==> src/rtl/lru_cam_cache_if.sv <==
// rtl/lru_cam_cache_if.sv - request/response bus of the LRU CAM cache
interface lru_cam_cache_if #(
   parameter int KEY_WIDTH  = 8,
   parameter int DATA_WIDTH = 8,
   parameter int ADDR_SIZE  = 3
);
   logic                  req_valid;
   logic                  req_ready;
   logic                  req_write;
   logic [KEY_WIDTH-1:0]  req_key;
   logic [DATA_WIDTH-1:0] req_data;
   logic                  resp_valid;
   logic                  resp_ready;
   logic                  resp_hit;
   logic [ADDR_SIZE-1:0]  resp_index;
   logic [DATA_WIDTH-1:0] resp_data;

   modport master (
      output req_valid, req_write, req_key, req_data, resp_ready,
      input  req_ready, resp_valid, resp_hit, resp_index, resp_data
   );

   modport slave (
      input  req_valid, req_write, req_key, req_data, resp_ready,
      output req_ready, resp_valid, resp_hit, resp_index, resp_data
   );
endinterface

==> src/rtl/lru_cam_cache.sv <==
// rtl/lru_cam_cache.sv - fully associative key/data cache kept in recency order (optional EVICT_OUT_EN)
module lru_cam_cache #(
   parameter int KEY_WIDTH  = 8,
   parameter int DATA_WIDTH = 8,
   parameter int DEPTH      = 8,
   parameter int ADDR_SIZE  = $clog2(DEPTH)
) (
   input  logic                  i_clk,
   input  logic                  i_reset,
   input  logic                  i_flush,
   lru_cam_cache_if.slave        bus,
   output logic [ADDR_SIZE:0]    o_occupancy
`ifdef EVICT_OUT_EN
   ,
   output logic                  o_evict_valid,
   output logic [KEY_WIDTH-1:0]  o_evict_key,
   output logic [DATA_WIDTH-1:0] o_evict_data
`endif
);

   localparam logic [ADDR_SIZE:0] LP_FULL = (ADDR_SIZE+1)'(DEPTH);

   typedef enum logic [1:0] {
      S_IDLE,
      S_COMPARE,
      S_UPDATE,
      S_RESP
   } state_t;

   state_t                r_state;
   state_t                w_next_state;
   logic                  w_req_ready;
   logic                  w_accept;

   // entry array, index 0 is the most recently used
   logic [DEPTH-1:0]      r_valid;
   logic [KEY_WIDTH-1:0]  r_key  [DEPTH];
   logic [DATA_WIDTH-1:0] r_data [DEPTH];
   logic [ADDR_SIZE:0]    r_occupancy;

   // latched request and registered compare result
   logic                  r_req_write;
   logic [KEY_WIDTH-1:0]  r_req_key;
   logic [DATA_WIDTH-1:0] r_req_data;
   logic                  r_hit;
   logic [ADDR_SIZE-1:0]  r_index;
   logic [DATA_WIDTH-1:0] r_resp_data;

   logic [DEPTH-1:0]      w_eq;
   logic                  w_hit;
   logic [ADDR_SIZE-1:0]  w_hit_idx;

`ifdef EVICT_OUT_EN
   logic                  r_evict_valid;
   logic [KEY_WIDTH-1:0]  r_evict_key;
   logic [DATA_WIDTH-1:0] r_evict_data;
`endif

   assign w_accept = (r_state == S_IDLE) && bus.req_valid;

   // state register
   always_ff @(posedge i_clk) begin
      if (!i_reset) begin
         r_state <= S_IDLE;
      end else begin
         r_state <= w_next_state;
      end
   end

   // next-state and handshake decode; flush drops whatever is in flight
   always_comb begin
      w_next_state = r_state;
      w_req_ready  = 1'b0;
      case (r_state)
         S_IDLE: begin
            w_req_ready = 1'b1;
            if (bus.req_valid) begin
               w_next_state = S_COMPARE;
            end
         end
         S_COMPARE: w_next_state = S_UPDATE;
         S_UPDATE:  w_next_state = S_RESP;
         S_RESP: begin
            if (bus.resp_ready) begin
               w_next_state = S_IDLE;
            end
         end
         default:   w_next_state = S_IDLE;
      endcase
      if (i_flush) begin
         w_next_state = S_IDLE;
      end
   end

   // parallel key compare, lowest matching index wins
   always_comb begin
      w_eq      = '0;
      w_hit_idx = '0;
      for (int i = 0; i < DEPTH; i++) begin
         w_eq[i] = r_valid[i] && (r_key[i] == r_req_key);
      end
      for (int i = DEPTH - 1; i >= 0; i--) begin
         if (w_eq[i]) begin
            w_hit_idx = ADDR_SIZE'(i);
         end
      end
      w_hit = |w_eq;
   end

   // request latch and compare result registers
   always_ff @(posedge i_clk) begin
      if (!i_reset) begin
         r_req_write <= 1'b0;
         r_req_key   <= '0;
         r_req_data  <= '0;
         r_hit       <= 1'b0;
         r_index     <= '0;
         r_resp_data <= '0;
      end else if (!i_flush) begin
         if (w_accept) begin
            r_req_write <= bus.req_write;
            r_req_key   <= bus.req_key;
            r_req_data  <= bus.req_data;
         end
         if (r_state == S_COMPARE) begin
            r_hit       <= w_hit;
            r_index     <= w_hit_idx;
            r_resp_data <= w_hit ? r_data[w_hit_idx] : '0;
         end
      end
   end

   // array update: move a hit to the front, or push a new entry on a write miss
   always_ff @(posedge i_clk) begin
      if (!i_reset) begin
         r_valid     <= '0;
         r_occupancy <= '0;
         for (int i = 0; i < DEPTH; i++) begin
            r_key[i]  <= '0;
            r_data[i] <= '0;
         end
      end else if (i_flush) begin
         r_valid     <= '0;
         r_occupancy <= '0;
      end else if (r_state == S_UPDATE) begin
         if (r_hit) begin
            for (int i = 1; i < DEPTH; i++) begin
               if (i <= int'(r_index)) begin
                  r_valid[i] <= r_valid[i-1];
                  r_key[i]   <= r_key[i-1];
                  r_data[i]  <= r_data[i-1];
               end
            end
            r_valid[0] <= 1'b1;
            r_key[0]   <= r_key[r_index];
            r_data[0]  <= r_req_write ? r_req_data : r_data[r_index];
         end else if (r_req_write) begin
            for (int i = 1; i < DEPTH; i++) begin
               r_valid[i] <= r_valid[i-1];
               r_key[i]   <= r_key[i-1];
               r_data[i]  <= r_data[i-1];
            end
            r_valid[0] <= 1'b1;
            r_key[0]   <= r_req_key;
            r_data[0]  <= r_req_data;
            if (r_occupancy != LP_FULL) begin
               r_occupancy <= r_occupancy + 1'b1;
            end
         end
      end
   end

`ifdef EVICT_OUT_EN
   // capture the displaced tail entry of a write miss, shown for the response only
   always_ff @(posedge i_clk) begin
      if (!i_reset || i_flush) begin
         r_evict_valid <= 1'b0;
         r_evict_key   <= '0;
         r_evict_data  <= '0;
      end else if (r_state == S_UPDATE) begin
         if (!r_hit && r_req_write && r_valid[DEPTH-1]) begin
            r_evict_valid <= 1'b1;
            r_evict_key   <= r_key[DEPTH-1];
            r_evict_data  <= r_data[DEPTH-1];
         end else begin
            r_evict_valid <= 1'b0;
            r_evict_key   <= '0;
            r_evict_data  <= '0;
         end
      end else if (r_state == S_RESP && bus.resp_ready) begin
         r_evict_valid <= 1'b0;
         r_evict_key   <= '0;
         r_evict_data  <= '0;
      end
   end

   assign o_evict_valid = r_evict_valid;
   assign o_evict_key   = r_evict_key;
   assign o_evict_data  = r_evict_data;
`endif

   assign bus.req_ready  = w_req_ready;
   assign bus.resp_valid = (r_state == S_RESP);
   assign bus.resp_hit   = r_hit;
   assign bus.resp_index = r_index;
   assign bus.resp_data  = r_resp_data;
   assign o_occupancy    = r_occupancy;

endmodule

==> src/flat_wrapper.sv <==
// flat-port wrapper written by rule: the top's interface ports become plain ports
module lru_cam_cache_flat 
#(
   parameter int KEY_WIDTH  = 8,
   parameter int DATA_WIDTH = 8,
   parameter int DEPTH      = 8,
   parameter int ADDR_SIZE  = $clog2(DEPTH)
)
  (i_clk, i_reset, i_flush, o_occupancy, bus_req_valid, bus_req_write, bus_req_key, bus_req_data, bus_resp_ready, bus_req_ready, bus_resp_valid, bus_resp_hit, bus_resp_index, bus_resp_data);
  lru_cam_cache_if #(.KEY_WIDTH(KEY_WIDTH), .DATA_WIDTH(DATA_WIDTH), .ADDR_SIZE(ADDR_SIZE)) bus_i ();
  input  logic i_clk;
  input  logic i_reset;
  input  logic i_flush;
  output logic [ADDR_SIZE:0] o_occupancy;
  input wire logic [$bits(bus_i.req_valid)-1:0] bus_req_valid;
  input wire logic [$bits(bus_i.req_write)-1:0] bus_req_write;
  input wire logic [$bits(bus_i.req_key)-1:0] bus_req_key;
  input wire logic [$bits(bus_i.req_data)-1:0] bus_req_data;
  input wire logic [$bits(bus_i.resp_ready)-1:0] bus_resp_ready;
  output wire logic [$bits(bus_i.req_ready)-1:0] bus_req_ready;
  output wire logic [$bits(bus_i.resp_valid)-1:0] bus_resp_valid;
  output wire logic [$bits(bus_i.resp_hit)-1:0] bus_resp_hit;
  output wire logic [$bits(bus_i.resp_index)-1:0] bus_resp_index;
  output wire logic [$bits(bus_i.resp_data)-1:0] bus_resp_data;
  assign bus_i.req_valid = bus_req_valid;
  assign bus_i.req_write = bus_req_write;
  assign bus_i.req_key = bus_req_key;
  assign bus_i.req_data = bus_req_data;
  assign bus_i.resp_ready = bus_resp_ready;
  assign bus_req_ready = bus_i.req_ready;
  assign bus_resp_valid = bus_i.resp_valid;
  assign bus_resp_hit = bus_i.resp_hit;
  assign bus_resp_index = bus_i.resp_index;
  assign bus_resp_data = bus_i.resp_data;
  lru_cam_cache #(.KEY_WIDTH(KEY_WIDTH), .DATA_WIDTH(DATA_WIDTH), .DEPTH(DEPTH), .ADDR_SIZE(ADDR_SIZE)) u_core (.i_clk(i_clk), .i_reset(i_reset), .i_flush(i_flush), .bus(bus_i), .o_occupancy(o_occupancy));
endmodule
==> config.mk <==
export PLATFORM = sky130hd
export DESIGN_NAME = lru_cam_cache_flat
export DESIGN_NICKNAME = d
export VERILOG_FILES = /design/src/rtl/lru_cam_cache_if.sv /design/src/rtl/lru_cam_cache.sv /design/src/flat_wrapper.sv
export SDC_FILE = /design/constraint.sdc
export NUM_CORES = 1
export LEC_CHECK = 0
export ABC_AREA = 1
export BUFFER_PORTS_ARGS = -buffer_cell sky130_fd_sc_hd__buf_4
export CAP_MARGIN = 20
export CORE_UTILIZATION = 45
export CTS_CLUSTER_DIAMETER = 30
export CTS_CLUSTER_SIZE = 20
export DETAILED_ROUTE_END_ITERATION = 10
export PLACE_DENSITY = 0.67
export SETUP_SLACK_MARGIN = 0.1
export SYNTH_ARGS = -nofsm -noshare
export SYNTH_HDL_FRONTEND = slang
export SYNTH_SLANG_ARGS = --single-unit
==> constraint.sdc <==
create_clock -name i_clk -period 3 [get_ports i_clk]
set_input_delay 0.3 -clock i_clk [delete_from_list [all_inputs] [get_ports i_clk]]
set_output_delay 0.3 -clock i_clk [all_outputs]
set_load 0.05 [all_outputs]
**After elaboration in Yosys (flattened, before gate mapping)**

Memory sizes are Yosys's and may differ from the RTL's. A register that Yosys moved wholly into a read port is not among the register bits.
Cells that the tools add are included.

- Flip-flop bits (word level): 43
- Latch bits: 0
- Bits in writable memories: 128
- Bits in read-only memories: 0
- Input port bits: 22
- Output and inout port bits: 18
- Logic and storage cells: 220
- Memories: 2

- Add/sub/neg operators: 1
- Multiply operators: 0
- Div/mod/pow operators: 0
- $lt $le $gt $ge: 7
- Eq/ne operators: 21
- Shift-type cells: 0
- Multiplexer cells: 113
- Bitwise logic cells: 35
- Reductions and logical operators: 25

Memory list:

| memory | depth | width | rd ports | clocked after Yosys merged registers in | write ports | RTL line | source |
|---|---|---|---|---|---|---|---|
| u_core.r_data | 8 | 8 | 9 | 1 | 8 | lru_cam_cache.sv:38 | `logic [DATA_WIDTH-1:0] r_data [DEPTH];` |
| u_core.r_key | 8 | 8 | 9 | 1 | 8 | lru_cam_cache.sv:37 | `logic [KEY_WIDTH-1:0] r_key [DEPTH];` |

Operators with widths:

| operator | count |
|---|---|
| $mux W8 | 36 |
| $eq A8 B8 Y1 | 8 |
| $mux W1 | 62 |
| $mux W3 | 12 |
| $or A1 B1 Y1 | 32 |
| $reduce_and A3 Y1 | 7 |
| $ne A2 B2 Y1 const B | 9 |
| $le A3 B3 Y1 const A | 4 |
| $logic_and A1 B1 Y1 | 9 |
| $pmux W2 S4 | 1 |
| $reduce_and A2 Y1 | 4 |
| $reduce_or A8 Y1 | 1 |
| $le A2 B3 Y1 const A | 2 |
| $add A4 B1 Y4 const B | 1 |
| $eq A2 B2 Y1 const B | 2 |
| $mux W2 | 2 |
| $ne A4 B4 Y1 const B | 1 |
| $reduce_and A4 Y1 | 1 |
| $le A1 B3 Y1 const A | 1 |
| $not A1 Y1 | 3 |
| $eq A2 B1 Y1 const B | 1 |
| $logic_not A2 Y1 | 1 |
| $reduce_bool A2 Y1 | 1 |
| $reduce_or A2 Y1 | 1 |

**Logic depth before layout (Yosys ltp)**

- Word-level depth: 12
- Mapped depth: 22
- Depth with buffers taken out: 20

**Worst setup path before layout**

OpenSTA, ideal clock, no wires.

- Path type: flip-flop to flip-flop
- Start point: register u_core.r_hit, in the netlist u_core.bus.resp_hit
- End point: memory u_core.r_data[7][0], enable pin
- Library setup time: 414 ps
- Arrival: 2674 ps
- Data required time: 2586 ps
- Setup slack: -88 ps
- Cell stages (with the launch flop): 6
- Path buffers: 1
- Period minus slack after synthesis: 3088 ps
- Cells stage by stage: dfxtp_1 > clkbuf_1 > inv_1 > nor3_1 > nand2_1 > o31ai_1

RTL lines:

| what | RTL line | source |
|---|---|---|
| from (decl) | lru_cam_cache.sv:45 | `logic r_hit;` |
| from (signal assigned) | lru_cam_cache.sv:126 | `r_hit <= w_hit;` |
| to (decl) | lru_cam_cache.sv:38 |  |

**Worst setup path in the final report**

- Start point: register u_core.r_req_key[3]
- End point: register u_core.r_resp_data[5], in the netlist u_core.bus.resp_data[5]

- Longest elaborated chain between the ends: 12
- Elaborated cells between the ends (all ways): 27
- Those cells by class: 8 x eq/ne; 9 x mux; 9 x reduce/logical; 1 x memory

RTL lines:

| what | RTL line | source |
|---|---|---|
| from (decl) | lru_cam_cache.sv:43 | `logic [KEY_WIDTH-1:0] r_req_key;` |
| from (signal assigned) | lru_cam_cache.sv:122 | `r_req_key <= bus.req_key;` |
| $eq A8 B8 Y1 | lru_cam_cache.sv:100 | `w_eq[i] = r_valid[i] && (r_key[i] == r_req_key);` |
| $logic_and A1 B1 Y1 | lru_cam_cache.sv:100 |  |
| $mux W3 (8 in a row) | lru_cam_cache.sv:103 | `if (w_eq[i]) begin` |
| $mem_v2 Z8 W8 | - |  |
| $mux W8 * | lru_cam_cache.sv:128 | `r_resp_data <= w_hit ? r_data[w_hit_idx] : '0;` |
| to (signal assigned) | lru_cam_cache.sv:128 |  |
| to (decl) | lru_cam_cache.sv:47 | `logic [DATA_WIDTH-1:0] r_resp_data;` |

Every way passes the cells marked *; elsewhere a longest branch is shown, timed or not.
A chain may end at the register's enable or synchronous reset.

==> summary.log <==
qor: power.power.net_switching 1.54 mW
qor: placed_design.placedCellCount 1,431
qor: global_route.vias_in_the_first_global_route 7,426
qor: floorplanning.ios 40
qor: sta.setup_repair_after_global_routing_missed_its_margin no
qor: finish.area_growth 13.4%
qor: floorplanning.fp.dieW 145 µm
qor: route.drt_iter0_markers 938
qor: sta.timing.max_slew.rel_slack 43.5%
qor: floorplanning.fp.coreArea 0.0202 mm²
qor: sta.period_needed 2.63 ns
qor: logic_synthesis.net_count_of_the_mapped_netlist 1,168
qor: route.wire_per_inst 18.0 µm
qor: sta.setup_slack 0.375 ns
qor: finish.layoutNonFillerInstCount 1,463
qor: finish.n_antenna_cell 0
qor: route.final_antenna_net_count 0
qor: worst_setup_path.timing.critical_path.slowest_cell_delay 0.48 ns
qor: logic_synthesis.yosys.cell_types.count 43
qor: clock_network.cts.repair_timing.setup_buffer_count 0
qor: logic_synthesis.yosys-top-cells-count nand2_1, inv_1, edfxtp_1, nor2_1, o21ai_0
qor: logic_synthesis.synth-seq-area-share 51.5%
qor: logic_synthesis.syn-instance-count 1,140
qor: worst_setup_path.crit_path_end_kind flop
qor: route.vias 8,019
qor: power.totalPowerFinal 5.51 mW
qor: logic_synthesis.synth_seq_cells 174
qor: floorplanning.count_of_standard_cell_rows 52
qor: worst_setup_path.setup.worst_path.start_class flop
qor: route.drc 0
qor: worst_setup_path.critical_path_required_time 3.37 ns
qor: route.first_pass_iters 5
qor: logic_synthesis.synth_top_cell_area_share 41.5%
qor: clock_network.cts_buffers 17
qor: worst_setup_path.critical_path_arrival 2.99 ns
qor: logic_synthesis.netlist_top_cells_area edfxtp_1, dfxtp_1, nand2_1
qor: worst_setup_path.crit_top_cell nand3_1
qor: power.clock_power_share 40.3%
qor: floorplanning.die_h 145 µm
qor: power.proportion_of_total_power_due_to_net_switching 28.0%
qor: power.total_leakage_power 4.43 nW
qor: sta.finalSetupViolations 0
qor: power.ir_drop 0.412 mV
qor: clock_network.number_of_sinks_handled_by_clock_tree_synthesis 174
qor: hold_path.hold_path.class in2reg
qor: floorplanning.die_area 0.0212 mm²
qor: sta.worst_pin_slew 0.846 ns
qor: power.power_frac_comb 9.6%
qor: power.p_int 3.97 mW
qor: global_route.grt_usage 25.6%
qor: clock_network.path_clk_slew 0.08 ns
qor: clock_network.worstSkewPairLatency 0.44 ns
qor: logic_synthesis.yosys.cell_count.top_type nand2_1
qor: clock_network.cts_root_buf clkbuf_16
qor: global_route.grt_pass1_wl 41,600 µm
qor: finish.total_number_of_nets_in_the_final_design 1,208
qor: worst_setup_path.timing.critical_path.cells inv_2 > nand2_1 > o21ai_0 > nor2_1 > nand3_1 > o21ai_0 > nand3_1 > nand2_2 > nand2_8 > inv_4 > nand3_1 > nand3_1 > nand3_1 > a21oi_1
qor: logic_synthesis.cell_taking_the_most_area_after_synthesis edfxtp_1
qor: worst_setup_path.worst-setup-path-type reg2reg
qor: logic_synthesis.postSynth.asyncResetShare 0%
qor: sta.final.setup.tns 0 ns
qor: sta.maxSlewViolCount 0
qor: power.power_per_cell_area 525 mW/mm²
qor: worst_setup_path.flop_to_flop_setup_slack 0.37 ns
qor: floorplanning.starting_density_of_the_core 45.8%
qor: global_route.grt-ovfl-total 0
qor: finish.final_cell_area 0.0105 mm²
qor: logic_synthesis.syn_area_per_cell 8.12 µm²
qor: placed_design.post-place-ws 0.365 ns
qor: logic_synthesis.number_of_enable_flip_flop_cells_after_synthesis 128
qor: placed_design.placement.cell_area 0.00990 mm²
qor: worst_setup_path.path_max_fanout 18
qor: clock_network.tritoncts yes
qor: logic_synthesis.synthFlopType edfxtp_1
qor: job.drv.max_cap_violation_count 0
qor: power.p_seq_share 50.1%
qor: logic_synthesis.ys.warnings.count 0
qor: sta.timing.final.crit_share 87.5%
qor: placed_design.io_buffers 39
qor: sta.clock_skew 0.0110 ns
qor: route.routed_wirelength 26,400 µm
qor: outcome.status finished clean
qor: clock_network.hold_buffers 0
qor: logic_synthesis.syn_area 0.00926 mm²
qor: global_route.antenna_violations_before_repair 0
qor: route.avgViaCountPerCell 5.48
qor: placed_design.final_estimated_routing_congestion_in_global_placement 0.914
qor: placed_design.hpwl 18,400 µm
qor: clock_network.cts_resized 0
qor: sta.achievable-frequency 381 MHz
qor: global_route.maximum_number_of_pins_on_one_net_before_global_route_repair 56
qor: finish.layout-drive-gt1-share 10.6%
qor: sta.finalHoldViolCount 0
qor: worst_setup_path.critical-path-slowest-cell dfxtp_2
qor: clock_network.cts_max_level 4
qor: clock_network.clock_path_buffers 2
[registers in the layout, summed over array words and instances (netlist names), named ones only]
signal / count
u_core.r_req_write: 1
u_core.r_req_key: 8
u_core.bus.resp_hit: 1
u_core.o_occupancy: 4
u_core.bus.resp_index: 3
u_core.r_req_data: 8
u_core.r_data: 64
u_core.r_valid: 8
u_core.bus.resp_data: 8
u_core.r_state: 2
u_core.r_key: 64
[kinds of logic after synthesis]
logic type | count (synthesis) | share of synthesized area (%)
AND/OR/NAND/NOR | 454 | 20.9
flip-flops | 174 | 51.5
adder cells (fa/ha/maj) | 6 | 0.811
AO/OA/AOI/OAI | 238 | 14.2
XOR/XNOR | 20 | 1.89
buffers and inverters | 248 | 10.8
[cell type report]
| cell class | count | area [µm²] |
|---|---|---|
| sequential | 174 | 4770 |
| multi-input combinational | 718 | 3500 |
| timing repair buffer | 75 | 563 |
| clock inverter | 15 | 175 |
| fill | 1874 | 9730 |
| clock buffer | 17 | 425 |
| tap | 270 | 338 |
| inverter | 194 | 731 |
[through the flow]
stage	util, %	hold slack, ns
global route	51.9	0.135
detailed placement	48.9	0.452
floorplan	-	0.430
CTS	51.9	0.131
finish	51.9	0.134
global placement	48.9	0.446
[power groups by stage]
stage / combinational (mW) / sequential (mW) / clock [mW]
after CTS: 0.521 / 2.76 / 2.23
after floorplan: 0.349 / 2.79 / 0
after global placement: 0.514 / 2.81 / 0
after detailed placement: 0.519 / 2.81 / 0
final: 0.529 / 2.76 / 2.22
after global routing: 0.581 / 2.77 / 2.34
[metal layers]
metal  part of all wire (%)  global-route usage (%)
met1                     43                    35.6
met4                    2.4                    8.74
met3                    9.8                    5.83
met2                     45                    39.3
met5                      0                       0
[critical path: cells and delay by family (launching register included)]
family                 cells  cell delay [ns]
AO/OA/AOI/OAI              3             0.52
flip-flops                 1             0.48
AND/OR/NAND/NOR            9             1.14
buffers and inverters      2             0.39
[layout by cell type (no fill, tap or decap), types with 3 or more instances in the layout]
| cell | instances |
|---|---|
| a211oi_1 | 3 |
| a21oi_1 | 91 |
| a221oi_1 | 4 |
| buf_4 | 75 |
| clkbuf_16 | 17 |
| clkinv_4 | 3 |
| clkinv_8 | 5 |
| dfxtp_1 | 44 |
| edfxtp_1 | 128 |
| ha_1 | 6 |
| inv_1 | 186 |
| inv_2 | 5 |
| inv_6 | 3 |
| inv_8 | 3 |
| nand2_1 | 194 |
| nand3_1 | 98 |
| nand4_1 | 8 |
| nor2_1 | 128 |
| nor3_1 | 8 |
| nor4_1 | 5 |
| o211ai_1 | 7 |
| o21ai_0 | 98 |
| o22ai_1 | 17 |
| o32ai_1 | 8 |
| xnor2_1 | 14 |
| xor2_1 | 6 |
[worst paths after layout]
path / start / to / depth (start not counted)
worst min register to register: u_core.r_req_data[2] / u_core.r_req_data[2] / 2
worst max register to register: u_core.r_req_key[3] / u_core.bus.resp_data[5] / 14
worst min-delay path: bus_req_data[3] / u_core.r_req_data[3] / 3
worst max-delay path: u_core.r_req_key[3] / u_core.bus.resp_data[5] / 14
Note: power is estimated with default switching activity, not from simulation.
